==> config.mk <==
export PLATFORM = sky130hd
export DESIGN_NAME = data_memory_arbiter
export DESIGN_NICKNAME = d
export VERILOG_FILES = /design/src/rtl/data_memory_pkg.sv /design/src/rtl/data_memory_arbiter.sv
export SDC_FILE = /design/constraint.sdc
export NUM_CORES = 1
export LEC_CHECK = 0
export CAP_MARGIN = 40
export CORE_AREA = 2 2 146 148
export DETAILED_ROUTE_END_ITERATION = 16
export DIE_AREA = 0 0 148 150
export PLACE_DENSITY_LB_ADDON = 0.3
export SLEW_MARGIN = 25
export SYNTH_ARGS = -nofsm -noshare
export SYNTH_HDL_FRONTEND = slang
export SYNTH_SLANG_ARGS = --single-unit
==> constraint.sdc <==
create_clock -name clock -period 5.3 [get_ports clock]
set_clock_uncertainty 0.1 [all_clocks]
set_input_delay 0.53 -clock clock [delete_from_list [all_inputs] [get_ports clock]]
set_output_delay 0.53 -clock clock [all_outputs]
set_load 0.01 [all_outputs]
==> src/rtl/data_memory_pkg.sv <==
// Shared types and constants for the data memory arbiter.
// Imported by the arbiter top.
package data_memory_pkg;

  typedef enum logic [1:0] {
    IDLE,
    ACCESS,
    COMPLETE
  } arb_state_t;

  typedef logic req_id_t;

  localparam int DATA_MEM_DEPTH   = 512;
  localparam int DATA_MEM_LATENCY = 5;

endpackage

==> src/rtl/data_memory_arbiter.sv <==
// Round-robin two-port front end for the single-ported data memory.
// Range-checks, holds strobes for MEM_LATENCY clocks, pulses ack.
module data_memory_arbiter
  import data_memory_pkg::*;
#(
  parameter int MEM_LATENCY = DATA_MEM_LATENCY,
  parameter int DEPTH       = DATA_MEM_DEPTH
) (
  input  logic        clock,
  input  logic        reset,
  input  logic        req0,
  input  logic        we0,
  input  logic [31:0] addr0,
  input  logic [31:0] wdata0,
  output logic        ack0,
  output logic [31:0] rdata0,
  input  logic        req1,
  input  logic        we1,
  input  logic [31:0] addr1,
  input  logic [31:0] wdata1,
  output logic        ack1,
  output logic [31:0] rdata1,
  output logic        err,
  output logic        mem_read,
  output logic        mem_write,
  output logic [31:0] mem_address,
  output logic [31:0] mem_write_data,
  input  logic [31:0] mem_read_data,
  output logic        busy
);

  localparam int CW =
    (MEM_LATENCY > 1) ? $clog2(MEM_LATENCY) : 1;
  localparam logic [31:0] DEPTH_W = 32'(DEPTH);
  localparam logic [CW-1:0] CNT_INIT =
    CW'(MEM_LATENCY - 1);

  arb_state_t    state, state_n;
  req_id_t       last_grant, last_grant_n;
  req_id_t       id, id_n;
  logic          lat_we, lat_we_n;
  logic [CW-1:0] cnt, cnt_n;

  logic          ack0_n, ack1_n, err_n;
  logic [31:0]   rdata0_n, rdata1_n;
  logic          mem_read_n, mem_write_n;
  logic [31:0]   mem_address_n, mem_write_data_n;

  req_id_t       pick;
  logic          pw;
  logic [31:0]   pa, pd;

  always_comb begin
    pick = (req0 & req1) ? ~last_grant : req1;
    pw   = pick ? we1    : we0;
    pa   = pick ? addr1  : addr0;
    pd   = pick ? wdata1 : wdata0;
  end

  always_comb begin
    state_n          = state;
    last_grant_n     = last_grant;
    id_n             = id;
    lat_we_n         = lat_we;
    cnt_n            = cnt;
    ack0_n           = 1'b0;
    ack1_n           = 1'b0;
    err_n            = 1'b0;
    rdata0_n         = rdata0;
    rdata1_n         = rdata1;
    mem_read_n       = mem_read;
    mem_write_n      = mem_write;
    mem_address_n    = mem_address;
    mem_write_data_n = mem_write_data;
    unique case (state)
      IDLE: begin
        if (req0 | req1) begin
          id_n     = pick;
          lat_we_n = pw;
          if (pa < DEPTH_W) begin
            state_n          = ACCESS;
            cnt_n            = CNT_INIT;
            mem_address_n    = pa;
            mem_write_data_n = pd;
            mem_write_n      = pw;
            mem_read_n       = ~pw;
          end else begin
            // Out of range: memory never sees it
            state_n = COMPLETE;
            err_n   = 1'b1;
            ack0_n  = ~pick;
            ack1_n  = pick;
          end
        end
      end
      ACCESS: begin
        if (cnt == '0) begin
          state_n     = COMPLETE;
          mem_read_n  = 1'b0;
          mem_write_n = 1'b0;
          ack0_n      = ~id;
          ack1_n      = id;
          if (!lat_we) begin
            if (id) rdata1_n = mem_read_data;
            else    rdata0_n = mem_read_data;
          end
        end else begin
          cnt_n = cnt - CW'(1);
        end
      end
      COMPLETE: begin
        state_n      = IDLE;
        last_grant_n = id;
      end
      default: state_n = IDLE;
    endcase
  end

  always_ff @(posedge clock or posedge reset) begin
    if (reset) begin
      state          <= IDLE;
      last_grant     <= 1'b1;
      id             <= 1'b0;
      lat_we         <= 1'b0;
      cnt            <= '0;
      ack0           <= 1'b0;
      ack1           <= 1'b0;
      err            <= 1'b0;
      rdata0         <= '0;
      rdata1         <= '0;
      mem_read       <= 1'b0;
      mem_write      <= 1'b0;
      mem_address    <= '0;
      mem_write_data <= '0;
      busy           <= 1'b0;
    end else begin
      state          <= state_n;
      last_grant     <= last_grant_n;
      id             <= id_n;
      lat_we         <= lat_we_n;
      cnt            <= cnt_n;
      ack0           <= ack0_n;
      ack1           <= ack1_n;
      err            <= err_n;
      rdata0         <= rdata0_n;
      rdata1         <= rdata1_n;
      mem_read       <= mem_read_n;
      mem_write      <= mem_write_n;
      mem_address    <= mem_address_n;
      mem_write_data <= mem_write_data_n;
      busy           <= (state_n != IDLE);
    end
  end

endmodule

Word level (Yosys, flattened, before mapping). Cells that the tools add are included.

Reduce and logical (&&, ||, !) cells: 10. Equal/unequal tests: 6. Add/sub/neg operators: 1. Magnitude comparators: 1. Bitwise logic cells: 7. Muxes and demuxes: 30.

Operators with widths (count): $mux W32 (2); $lt A32 B10 Y1 const B (1); $mux W1 (16); $reduce_and A4 Y1 (4); $mux W3 (3); $ne A2 B2 Y1 const B (4); $pmux W1 S2 (4); $mux W2 (3); $pmux W3 S2 (1); $not A1 Y1 (5); $pmux W2 S2 (1); $reduce_bool A2 Y1 (2); $logic_not A3 Y1 (1); $reduce_and A3 Y1 (1); $sub A3 B1 Y3 const B (1); $eq A2 B1 Y1 const B (1); $eq A2 B2 Y1 const B (1); $logic_not A2 Y1 (1); $reduce_and A2 Y1 (1); $and A1 B1 Y1 (1); $or A1 B1 Y1 (1).

Word-level logic and storage cells: 70. Output and inout port bits: 134. Bits in registers: 142.

Depth between registers and ports, before layout.
Depth in word-level cells: 8. Depth in mapped cells: 8. Depth with buffers taken out: 6.

Worst setup path after synthesis. OpenSTA, ideal clock, no wires.

Path type: in2reg. Start point: input port req1. End point: register mem_address[0]. Data arrival time: 1815 ps. Cell stages on the path: 6. Slack: 3260 ps. Setup time: 125 ps. Cell sequence: a21boi_1 > buf_4 > mux2i_2 > nand3b_4 > buf_6 > mux2_4.

Longest elaborated chain between the ends: 5. Elaborated cells between the ends (all ways): 6. Classes of those cells: order compare (1); mux (2); bitwise (2); reduce/logical (1).

RTL lines: from (decl) (line data_memory_arbiter.sv:17) `input logic req1,`; $and A1 B1 Y1 (line data_memory_arbiter.sv:54) `pick = (req0 & req1) ? ~last_grant : req1;`; $mux W1 (line data_memory_arbiter.sv:54); $mux W32 (line data_memory_arbiter.sv:56) `pa = pick ? addr1 : addr0;`; $lt A32 B10 Y1 (line data_memory_arbiter.sv:80) `if (pa < DEPTH_W) begin`; $reduce_and A3 Y1 (no line); to (signal assigned) (line data_memory_arbiter.sv:149) `mem_address <= mem_address_n;`; to (decl) (line data_memory_arbiter.sv:26) `output logic [31:0] mem_address,`.

Several ways; a longest one is shown, not always the timed one. A chain may end at the register's enable or synchronous reset.

Final worst setup path.
Start point: input port addr1[12]. End point: register mem_write_data[6].

Longest elaborated chain between the ends: 3.

RTL lines: from (decl) (line data_memory_arbiter.sv:19) `input logic [31:0] addr1,`; $mux W32 (line data_memory_arbiter.sv:56); $lt A32 B10 Y1 (line data_memory_arbiter.sv:80); $reduce_and A3 Y1 (no line); to (signal assigned) (line data_memory_arbiter.sv:150) `mem_write_data <= mem_write_data_n;`; to (decl) (line data_memory_arbiter.sv:27) `output logic [31:0] mem_write_data,`.

Every way passes these cells.

==> run metrics <==
status=finished, final reports clean; number of synthesized register bits=about 140; pwr/cell area=261 nW/um2; NetSw=just over 0.6 mW; Synth Area in Adders=0.408%; diodes inserted=0; Synth area leader=dfrtp_1; max-cap violation count=0; Detailed Routing Iterations Pass 1=4; row count=53; synth top area cells=dfrtp_1 (58%), mux2_2 (17%), mux2_4 (13%), and2_1 (2.6%), buf_6 (1.8%); Hold EP=last_grant; nets=between 800 and 900; Synth Area in Compound Gates=approximately 1.2%; Sequential Power Share=42.8%; vias in the first global route=between 4000 and 5000; Synth Instances=just under 400; critical-path cell list=clkdlybuf4s50_1, nor4_1, nand4_1, mux2i_2, nand3b_4, buf_16, mux2_4; critical path endpoint category=flop; Slew Limit Fails=0; Crit path max-delay family=simple AND/OR/NAND/NOR gates; DRC Markers=0; CTS buffer count=17; CTS H-tree depth=4; worst endpoint data arrival time=approximately 2.9 ns; Final Util=roughly half; mux cell area share after synthesis=about 31%; Clk pwr share=a little under half; ANT nets after route=0; Setup crit start kind=input port; dominant cell by count in the synthesized netlist=dfrtp_1; RSZ-0062 raised after global routing=no; clk sink count=between 100 and 150; Initial Util=between 20% and 30%; r2r startpoint=cnt[0]; vias=about 4400; Register-to-Register Setup Slack=2.90 ns; GR Util All Layers=between 10% and 20%; Die H=about 150 um; maximum fanout along the worst path=36; cell leakage power=roughly 4.6 nW; Max Freq=369 MHz; xor and xnor fraction of the mapped netlist area=0%; Post-Route WL=approximately 17000 um; r2r endpoint=rdata1[27]; Data required, critical path=around 5.5 ns; Post-synth top flop=dfrtp_1; r2r worst-path depth=7; Avg WL per Cell=around 17 um; Setup Fix Bufs, Post-CTS=0; Slew HR=59.4%; Setup TNS Final=0 ns; Max rail drop VDD=approximately 0.17 mV; Hold Vio Cnt, Final=0; TritonCTS clock tree=yes; final setup violation count=0; synth warn=0; crit path max-delay cell type=clkdlybuf4s50_1; synthesized cell area=slightly above 6000 um2; Die Footprint=around 22000 um2; GP Congestion=0.782; Gate power share=11.5%; Hold Crit Start=state[0]; Int Pwr=approximately 2 mW; cts repair resizes=0; EDFF count, synth=0; maximum clock insertion buffer count=2; Yosys top cell area share=a little under three fifths; total gr overflow=0; Tcrit/Tclk final=51.1%; # IOs=300; DR iter-0 viols=slightly below 90; synth cell count leaders=dfrtp_1 (141), mux2_2 (93), mux2_4 (54); layout cell share with drive strength beyond 1=between 20 and 30%; post-synthesis net count=between 500 and 600; minimum clock period=~2.7 ns; die width=approximately 150 um; Worst-Skew Late Latency=0.41 ns; Port Buffer Count=299; first-pass GRT wire length=around 26000 um; mean post-synth cell area=~15 um2; largest net degree at the start of global routing=54; antenna violations before repair=0; core footprint=between 20000 and 25000 um2; Post-DP HPWL=about 13000 um; Via-to-Cell Ratio=roughly 4.4; max incr delay on CP=roughly 0.4 ns; simple-gate share of the synthesized area=under 10%; Hold Crit Class=reg2reg; sequential fraction of the synthesis area=between 50% and 60%; critical path class=in2reg; largest family of logic cells by synthesized area=multiplexers; Synth async-reset ratio=100%; hold path depth=1; synth unique cells=34; synthesis-to-finish area growth=63.7%; worst-margin pin slew=slightly above 0.6 ns; crit path buf inv count=2; Clk pin slew, worst setup/hold paths=approximately 0.06 ns; Net Sw Frac=23.1%; CTS root buf=clkbuf_16; hold buffers post-CTS=0
-- flip-flops by register name, summed over array words and instances (netlist names), 2 cells and up --
signal	flops
cnt	3
mem_address	32
mem_write_data	32
rdata0	32
rdata1	32
state	2
-- power by group through the flow --
stage | logic, mW | registers (mW) | clock network, mW
after floorplan | 0.105 | 1.15 | 0
after CTS | 0.307 | 1.12 | 1.24
after detailed placement | 0.306 | 1.14 | 0
after global routing | 0.325 | 1.13 | 1.29
final | 0.301 | 1.12 | 1.20
after global placement | 0.298 | 1.14 | 0
-- final cells by class --
class / count / area [um2]
Fill cell: 1829 / 10600
Sequential cell: 142 / 3550
Timing Repair Buffer: 306 / 3110
Multi-Input combinational cell: 232 / 2420
Clock buffer: 19 / 443
Tap cell: 275 / 344
Clock inverter: 13 / 153
Inverter: 5 / 23.8
-- metrics by stage --
stage               hold WS (ns)  std cells  setup WS (ns)  power (mW)  area, um2
floorplan                  0.329        398          0.862        1.25       6130
global placement           0.343        957           1.86        1.44       9360
detailed placement         0.370        960           2.12        1.45       9450
CTS                        0.381        992           2.57        2.67      10000
global route               0.390        992           2.44        2.74      10000
finish                     0.372        992           2.59        2.62      10000
-- cells by family after synthesis --
| kind of cell | after synthesis |
|---|---|
| mux | 150 |
| flops | 142 |
| simple gates | 68 |
| buf+inv | 24 |
| compound gates | 12 |
| fa+ha+maj | 2 |
-- cell usage in the layout, fill, tap and decap left out, types with 2 or more instances in the layout --
cell type and instances:
buf_4 4, dfrtp_1 141, o22ai_1 2, mux2_2 93, bufinv_16 2, ha_1 2, nor4_1 8, mux2i_1 2
nand2_1 11, o21ai_0 4, clkdlybuf4s50_1 299, nand2b_1 2, inv_1 4, clkinvlp_4 3, and2_1 25, clkinv_4 3
nor2b_1 2, inv_6 6, nand3_1 2, nor2_1 6, nor3_1 3, clkbuf_16 17, mux2_4 54, nand4_1 3
buf_16 3
-- how the worst max path moves through the flow --
stage / from / slack, ns / cells past startpoint / end
detailed placement: addr1[20] / 2.12 / 7 / mem_write_data[20]
global placement: addr1[20] / 1.86 / 6 / mem_read
floorplan: reset / 0.86 / 1 / ack0
CTS: addr1[20] / 2.57 / 7 / mem_write_data[5]
finish: addr1[12] / 2.59 / 7 / mem_write_data[6]
global route: addr1[20] / 2.44 / 7 / mem_write_data[4]
-- per-layer routing --
metal | track usage [%] | vias to the layer above | part of all wire, %
met1 | 17.3 | 2151 | 39
met4 | 5.29 | 0 | 1.7
li1 | - | 2014 | -
met2 | 26.4 | 213 | 50
met3 | 5.88 | 17 | 9.2
met5 | 0 | - | 0
(Power assumes the default switching activity.)
